<file path="src/rtl/alu_mul_seq.sv">
`default_nettype none
// ============================================================================
// Module   : alu_mul_seq
// Purpose  : Sequential 64x64 -> 64 (low word) multiplier acting as an ALU
//            client. Builds the product from ten 16x16 partial products using
//            a fixed MULW / SHL / ADD sequence issued to an external
//            combinational ALU.
// Revision : 1.0 - initial release
// ============================================================================
module alu_mul_seq #(
    parameter int WIDTH = 64
) (
    input  logic             clk,
    input  logic             rst,
    // request channel
    input  logic             req_valid_i,
    output logic             req_ready_o,
    input  logic [WIDTH-1:0] x_i,
    input  logic [WIDTH-1:0] y_i,
    // response channel
    output logic             rsp_valid_o,
    input  logic             rsp_ready_i,
    output logic [WIDTH-1:0] p_o,
    // ALU client port (flags of the server are not used)
    output logic [1:0]       alu_op_o,
    output logic [WIDTH-1:0] alu_a_o,
    output logic [WIDTH-1:0] alu_b_o,
    input  logic [WIDTH-1:0] alu_s_i
);

    // ALU opcodes understood by the server
    localparam logic [1:0] C_ALU_NOP  = 2'd0;
    localparam logic [1:0] C_ALU_ADD  = 2'd1;
    localparam logic [1:0] C_ALU_SHL  = 2'd2;
    localparam logic [1:0] C_ALU_MULW = 2'd3;

    localparam logic [3:0] C_LAST_TERM = 4'd9;

    // The chunk/term schedule below is hard-wired for four 16-bit chunks
    generate
        if (WIDTH != 64) begin : g_width_check
            $error("alu_mul_seq: WIDTH must be 64");
        end
    endgenerate

    typedef enum logic [2:0] {
        S_IDLE = 3'd0,
        S_MUL  = 3'd1,
        S_SHL  = 3'd2,
        S_ADD  = 3'd3,
        S_RESP = 3'd4
    } state_t;

    state_t           state_q, state_d;
    logic [WIDTH-1:0] xr_q, xr_d;
    logic [WIDTH-1:0] yr_q, yr_d;
    logic [3:0]       k_q, k_d;
    logic [WIDTH-1:0] t_q, t_d;
    logic [WIDTH-1:0] acc_q, acc_d;

    logic [1:0]       w_ci;     // x chunk index of current term
    logic [1:0]       w_cj;     // y chunk index of current term
    logic [2:0]       w_csum;   // i+j, selects the 16-bit weight of the term
    logic [15:0]      w_xc;
    logic [15:0]      w_yc;
    logic [6:0]       w_shamt;

    // Term schedule: all (i,j) with i+j<=3, ordered by ascending weight
    always_comb begin
        w_ci = 2'd0;
        w_cj = 2'd0;
        case (k_q)
            4'd0:    begin w_ci = 2'd0; w_cj = 2'd0; end
            4'd1:    begin w_ci = 2'd0; w_cj = 2'd1; end
            4'd2:    begin w_ci = 2'd1; w_cj = 2'd0; end
            4'd3:    begin w_ci = 2'd0; w_cj = 2'd2; end
            4'd4:    begin w_ci = 2'd1; w_cj = 2'd1; end
            4'd5:    begin w_ci = 2'd2; w_cj = 2'd0; end
            4'd6:    begin w_ci = 2'd0; w_cj = 2'd3; end
            4'd7:    begin w_ci = 2'd1; w_cj = 2'd2; end
            4'd8:    begin w_ci = 2'd2; w_cj = 2'd1; end
            4'd9:    begin w_ci = 2'd3; w_cj = 2'd0; end
            default: begin w_ci = 2'd0; w_cj = 2'd0; end
        endcase
    end

    assign w_xc    = xr_q[{w_ci, 4'b0000} +: 16];
    assign w_yc    = yr_q[{w_cj, 4'b0000} +: 16];
    assign w_csum  = {1'b0, w_ci} + {1'b0, w_cj};
    assign w_shamt = {w_csum, 4'b0000};

    // Next-state, datapath updates and ALU command decode
    always_comb begin
        state_d  = state_q;
        xr_d     = xr_q;
        yr_d     = yr_q;
        k_d      = k_q;
        t_d      = t_q;
        acc_d    = acc_q;
        alu_op_o = C_ALU_NOP;
        alu_a_o  = '0;
        alu_b_o  = '0;
        case (state_q)
            S_IDLE: begin
                if (req_valid_i) begin
                    xr_d    = x_i;
                    yr_d    = y_i;
                    acc_d   = '0;
                    k_d     = 4'd0;
                    state_d = S_MUL;
                end
            end
            S_MUL: begin
                alu_op_o = C_ALU_MULW;
                alu_a_o  = {{(WIDTH-16){1'b0}}, w_xc};
                alu_b_o  = {{(WIDTH-16){1'b0}}, w_yc};
                t_d      = alu_s_i;
                state_d  = S_SHL;
            end
            S_SHL: begin
                // issued even for zero shift to keep the schedule uniform
                alu_op_o = C_ALU_SHL;
                alu_a_o  = {{(WIDTH-7){1'b0}}, w_shamt};
                alu_b_o  = t_q;
                t_d      = alu_s_i;
                state_d  = S_ADD;
            end
            S_ADD: begin
                // carry out of the ALU is dropped: result is mod 2^64
                alu_op_o = C_ALU_ADD;
                alu_a_o  = t_q;
                alu_b_o  = acc_q;
                acc_d    = alu_s_i;
                if (k_q == C_LAST_TERM) begin
                    state_d = S_RESP;
                end else begin
                    k_d     = k_q + 4'd1;
                    state_d = S_MUL;
                end
            end
            S_RESP: begin
                if (rsp_ready_i) begin
                    state_d = S_IDLE;
                end
            end
            default: begin
                state_d = S_IDLE;
            end
        endcase
    end

    // State and datapath registers, cleared asynchronously
    always_ff @(posedge clk or posedge rst) begin
        if (rst) begin
            state_q <= S_IDLE;
            xr_q    <= '0;
            yr_q    <= '0;
            k_q     <= 4'd0;
            t_q     <= '0;
            acc_q   <= '0;
        end else begin
            state_q <= state_d;
            xr_q    <= xr_d;
            yr_q    <= yr_d;
            k_q     <= k_d;
            t_q     <= t_d;
            acc_q   <= acc_d;
        end
    end

    assign req_ready_o = (state_q == S_IDLE);
    assign rsp_valid_o = (state_q == S_RESP);
    assign p_o         = acc_q;

endmodule
`default_nettype wire

</file>
<file path="config.mk">
export PLATFORM = sky130hd
export DESIGN_NAME = alu_mul_seq
export DESIGN_NICKNAME = d
export VERILOG_FILES = /design/src/rtl/alu_mul_seq.sv
export SDC_FILE = /design/constraint.sdc
export NUM_CORES = 1
export LEC_CHECK = 0
export BUFFER_PORTS_ARGS = -buffer_cell sky130_fd_sc_hd__buf_2
export CAP_MARGIN = 10
export CORE_MARGIN = 5
export CORE_UTILIZATION = 50
export DETAILED_ROUTE_END_ITERATION = 8
export HOLD_SLACK_MARGIN = 0.02
export PLACE_DENSITY = 0.78
export SYNTH_ARGS = -nofsm -noshare
export SYNTH_HDL_FRONTEND = slang
export SYNTH_SLANG_ARGS = --single-unit
export TNS_END_PERCENT = 20
</file>
<file path="constraint.sdc">
create_clock -name clk -period 14.3 [get_ports clk]
set_input_delay 0.715 -clock clk [delete_from_list [all_inputs] [get_ports clk]]
set_output_delay 0.715 -clock clk [all_outputs]
set_load 0.02 [all_outputs]
</file>
## Yosys cells after proc, flatten, opt, wreduce, memory -nomap -nowiden

Memories as Yosys holds them, arrays and structs flattened.
Cells that the tools add are included.

| storage, ports and cells | value |
|---|---|
| flip-flop bits (word level) | 263 |
| bits in read-only memories | 64 |
| input port bits | 196 |
| output and inout port bits | 196 |
| word-level logic and storage cells | 38 |
| memories | 1 |

Memory list:

| name | words | width | rd ports | clocked after Yosys merged registers in | write ports | line | text |
|---|---|---|---|---|---|---|---|
| (name not given) | 16 | 4 | 1 | 0 | 0 | 72 | `case (k_q)` |

| operators by class | value |
|---|---|
| add/sub/neg operators | 2 |
| equal/unequal tests | 8 |
| shift-type cells | 2 |
| muxes and demuxes | 12 |
| reductions and logical operators | 7 |

Operators with widths:

| kind | count |
|---|---|
| $pmux 64 s3 | 2 |
| $pmux 64 s2 | 1 |
| $shiftx 64x7->16 | 2 |
| $mux 64 | 1 |
| $pmux 3 s5 | 1 |
| $mux 3 | 3 |
| $mux 4 | 2 |
| $pmux 4 s2 | 1 |
| $eq 3x2->1 const B | 2 |
| $pmux 2 s3 | 1 |
| $reduce_and 2->1 | 3 |
| $add 4x1->4 const B | 1 |
| $eq 4x4->1 const B | 1 |
| $ne 2x2->1 const B | 2 |
| $add 2x2->3 | 1 |
| $eq 3x1->1 const B | 1 |
| $eq 3x3->1 const B | 1 |
| $logic_not 3->1 | 1 |
| $reduce_and 3->1 | 1 |
| $ne 2x1->1 const B | 1 |
| $reduce_bool 2->1 | 1 |
| $reduce_or 2->1 | 1 |

## Depth between registers and ports, before layout

| logic depth | value |
|---|---|
| word-level depth | 3 |
| mapped depth | 10 |
| mapped depth without buffers | 9 |

## Worst setup path before layout

Ideal clock, no wire load.

| path | value |
|---|---|
| path kind | reg2out |
| start | register k_q[1] |
| end | output alu_a_o[5] |
| arrival time | 2.616 ns |
| required time | 13.585 ns |
| path slack | 10.969 ns |
| cell stages (with the launch flop) | 11 |
| path buffers | 1 |
| cell sequence | dfrtp_1 inv_1 ha_1 mux2_1 o21ai_1 buf_2 inv_1 ha_1 fa_1 a22oi_1 o21ai_0 |

| on the way | value |
|---|---|
| cells in the longest elaborated chain, start to end | 3 |
| elaborated cells on any way between the ends | 4 |
| those cells by class | 1 x add/sub; 1 x shift; 1 x mux; 1 x memory |

RTL lines:

| item | line | text |
|---|---|---|
| from (decl) | 57 | `logic [3:0] k_q, k_d;` |
| from (signal assigned) | 165 | `k_q <= k_d;` |
| $mem_v2 16x4 * | -- |  |
| $shiftx 64x7->16 or $add 2x2->3 (tied branches) | 87, 89 |  |
| $pmux 64 s3 * | 103 | `case (state_q)` |
| to (decl) | 26 | `output logic [WIDTH-1:0] alu_a_o,` |

Every way passes the cells marked *; elsewhere a longest branch is shown, timed or not.

## Worst setup path after layout

Same ends and word-level chain as after synthesis.

==> out/results.txt <==
status: completed
RSZ-0062 raised after global routing: no
Clock Skews: 0.00979 ns
H-Tree Depth: 1
DRT Pass-1 Iters: 5
post-synthesis sequential area ratio: 0.509
worst hold path type: input pin to async pin
Design Power: 4620 uW
Critical Path Sink Type: output port
post-route DRC violation count: 0
Remaining Overflow, GRT: 0
final hold vios: 0
most frequent cell after synthesis: dfrtp_1
Unique masters post-synth: 46
final slew viol count: 0
clock-pin slew on the worst setup and hold paths: 0.07 ns
Syn Std Cell Area: 0.0129 mm^2
vias in the first global route: 10,600
share of layout cells above drive strength 1: 0.440
critical path's most frequent cell: inv_1
Fin Setup TNS: 0 ns
Final Wtd Congestion: 0.890
Initial Utilization: 0.510
Yosys top cell area share: 0.509
slowest CP cell: nand3b_1
CTS buffer count: 28
top post-synthesis cells by area: dfrtp_1 51%, mux2_2 17%, nand2_1 4.3%, a22o_1 3.6%, o21ai_0 3.3%
IO Count: 392
area occupied by multi-input gates: 0.00586 mm^2
first-pass GRT wire length: 61.3 mm
DR WL/cell: 21.7 um
Post-synth EDFFs: 0
largest net degree at the start of global routing: 132
die height: 171 um
Nets: 1,695
worst-path cell chain: inv_1 -> ha_1 -> nand3b_1 -> a21boi_1 -> inv_1 -> fa_1 -> a22oi_1 -> o21ai_0 -> buf_2
fill cell count: 2,090
sequential cell area: 0.00658 mm^2
Max-Cap Viols: 0
crit-path max FO: 21
P_leak: 0.00758 uW
row cnt: 58
clk sink count: 263
initial antenna violation count: 8
top cells by instance count after synthesis: 263 x dfrtp_1, 192 x mux2_2, 147 x nand2_1, 86 x o21ai_0, 54 x clkbuf_1
final WL: 40.2 mm
pwr dens: 290 mW/mm^2
CTS Root Cell: clkbuf_16
Synth warnings: 0
via count: 10,900
Vias per Instance: 5.88
Synth async-reset ratio: 1.00
Post CTS Setup Buffer Count: 0
Worst Max-Slew Pin Slew: 1.13 ns
Die Area: 0.0292 mm^2
worst path required time: 13.59 ns
Slew headroom: 0.243
cell count after synthesis: 1,163
Bufs and invs on worst path: 3
syn nets: 1,365
Most used DFF post-synth: dfrtp_1
Core Box Area: 0.0253 mm^2
count of final setup violators: 0
GRT Util Overall: 0.264
dominant cell type by area after synthesis: dfrtp_1
I/O Buffers: 391
clk buf depth: 3
Yosys reg bits: 263
Mean Syn Cell Area: 11.1 um^2
Post-DP HPWL: 28.5 mm
worst path arrival time: 3.93 ns
crit-path max cell delay: 0.73 ns
Tcrit/Tclk final: 0.325
Crit path max-delay family: compound AO/OA/AOI/OAI gates
Crit Path Class: flop to output port
CP startpoint kind: flop
Tmin final: 4.64 ns
initial DRC count: 1,119
hold_buf cts: 0
Worst-Skew Late Latency: 0.54 ns
CTS tree: yes
VDD IR-drop max: 0.201 mV
fmax: 215 MHz
Antenna Nets Post-Route: 0
die width: 171 um
# resized after CTS: 0
P&R area growth vs syn: 23.2%
final cells by class:
class | count | area share
multi-input cells | 786 | 0.368
well taps | 330 | 0.0259
clock buffers | 34 | 0.0492
repair buffers | 406 | 0.130
diodes | 8 | 0.00126
flip-flops and latches | 263 | 0.413
inverters | 8 | 0.00236
clock inverters | 18 | 0.0104
worst register-to-register path, stage by stage (launching register included):
cell,delay (ns)
dfrtp_2,0.40
buf_4,0.38
nor3_1,0.35
and2_4,0.64
buf_4,0.83
o21ai_0,0.31
mux2_2,0.32
through the flow:
step,cell area (um^2),cells,utilization,worst slack [ns],hold slack [ns]
after floorplan,12900,1163,-,6.34,0.457
after global placement,15000,1793,0.591,10.37,0.467
after detailed placement,15000,1793,0.591,10.27,0.484
after CTS,15900,1845,0.628,9.67,0.368
after global routing,15900,1851,0.629,9.41,0.385
final,15900,1853,0.629,9.66,0.314
sequential cells by signal (all words and copies together), names as in the netlist:
register	flops
yr_q	64
p_o	64
t_q	64
xr_q	64
k_q	4
state_q	3
cell usage in the layout (no fill, tap or decap), types with 2 or more instances in the layout:
cell type / n
buf_2: 391
clkbuf_16: 29
o22ai_1: 32
clkinv_2: 7
inv_1: 6
nor2_1: 33
or2_2: 2
o211ai_1: 26
nand2b_1: 4
bufinv_16: 2
buf_4: 15
ha_1: 5
clkinv_4: 2
clkinvlp_4: 6
a221oi_1: 3
o21bai_1: 2
a21boi_0: 3
a21oi_1: 23
nor2b_1: 6
o21a_1: 13
and2_4: 2
mux2_2: 192
and3_1: 48
nand3b_1: 2
mux2_1: 2
dfrtp_1: 262
o221a_2: 3
nand2_1: 147
nor2_4: 2
xnor2_1: 2
o221ai_1: 20
mux2i_1: 36
a32o_1: 13
diode_2: 8
o21ai_0: 86
nor3_2: 3
a22o_1: 53
a22oi_1: 9
clkbuf_8: 4
nor3_1: 5
logic make-up after synthesis:
kind of cell | after synthesis | share of synthesized area
buf+inv | 114 | 0.0399
fa+ha+maj | 6 | 0.00639
mux | 230 | 0.197
xor+xnor | 3 | 0.00203
flops | 263 | 0.509
simple gates | 258 | 0.0911
compound gates | 289 | 0.155
power breakdown:
group | total [uW] | internal, uW | leakage, uW | switching, uW
Sequential | 1460 | 1120 | 0.00316 | 333
Combinational | 2430 | 991 | 0.00397 | 1440
Clock | 734 | 429 | 0.000457 | 305
Total | 4620 | 2540 | 0.00758 | 2070
final timing paths:
check / endpoint / slack, ns / cells past startpoint / startpoint
hold / removal: t_q[62] / 0.31 / 2 / rst
setup / recovery: alu_a_o[5] / 9.66 / 9 / k_q[1]
min in group clk: p_o[42] / 0.40 / 3 / alu_s_i[42]
max in group asynchronous: state_q[1] / 11.65 / 4 / rst
setup reg to reg: k_q[0] / 10.95 / 6 / state_q[1]
hold reg to reg: yr_q[3] / 0.49 / 1 / yr_q[3]
per-layer routing:
layer  GRT usage  share of wire
met3      0.0439          0.074
met4      0.0715          0.026
met5           0        0.00050
met2       0.432           0.48
met1       0.367           0.42
Power figures use the tool's default switching activity.
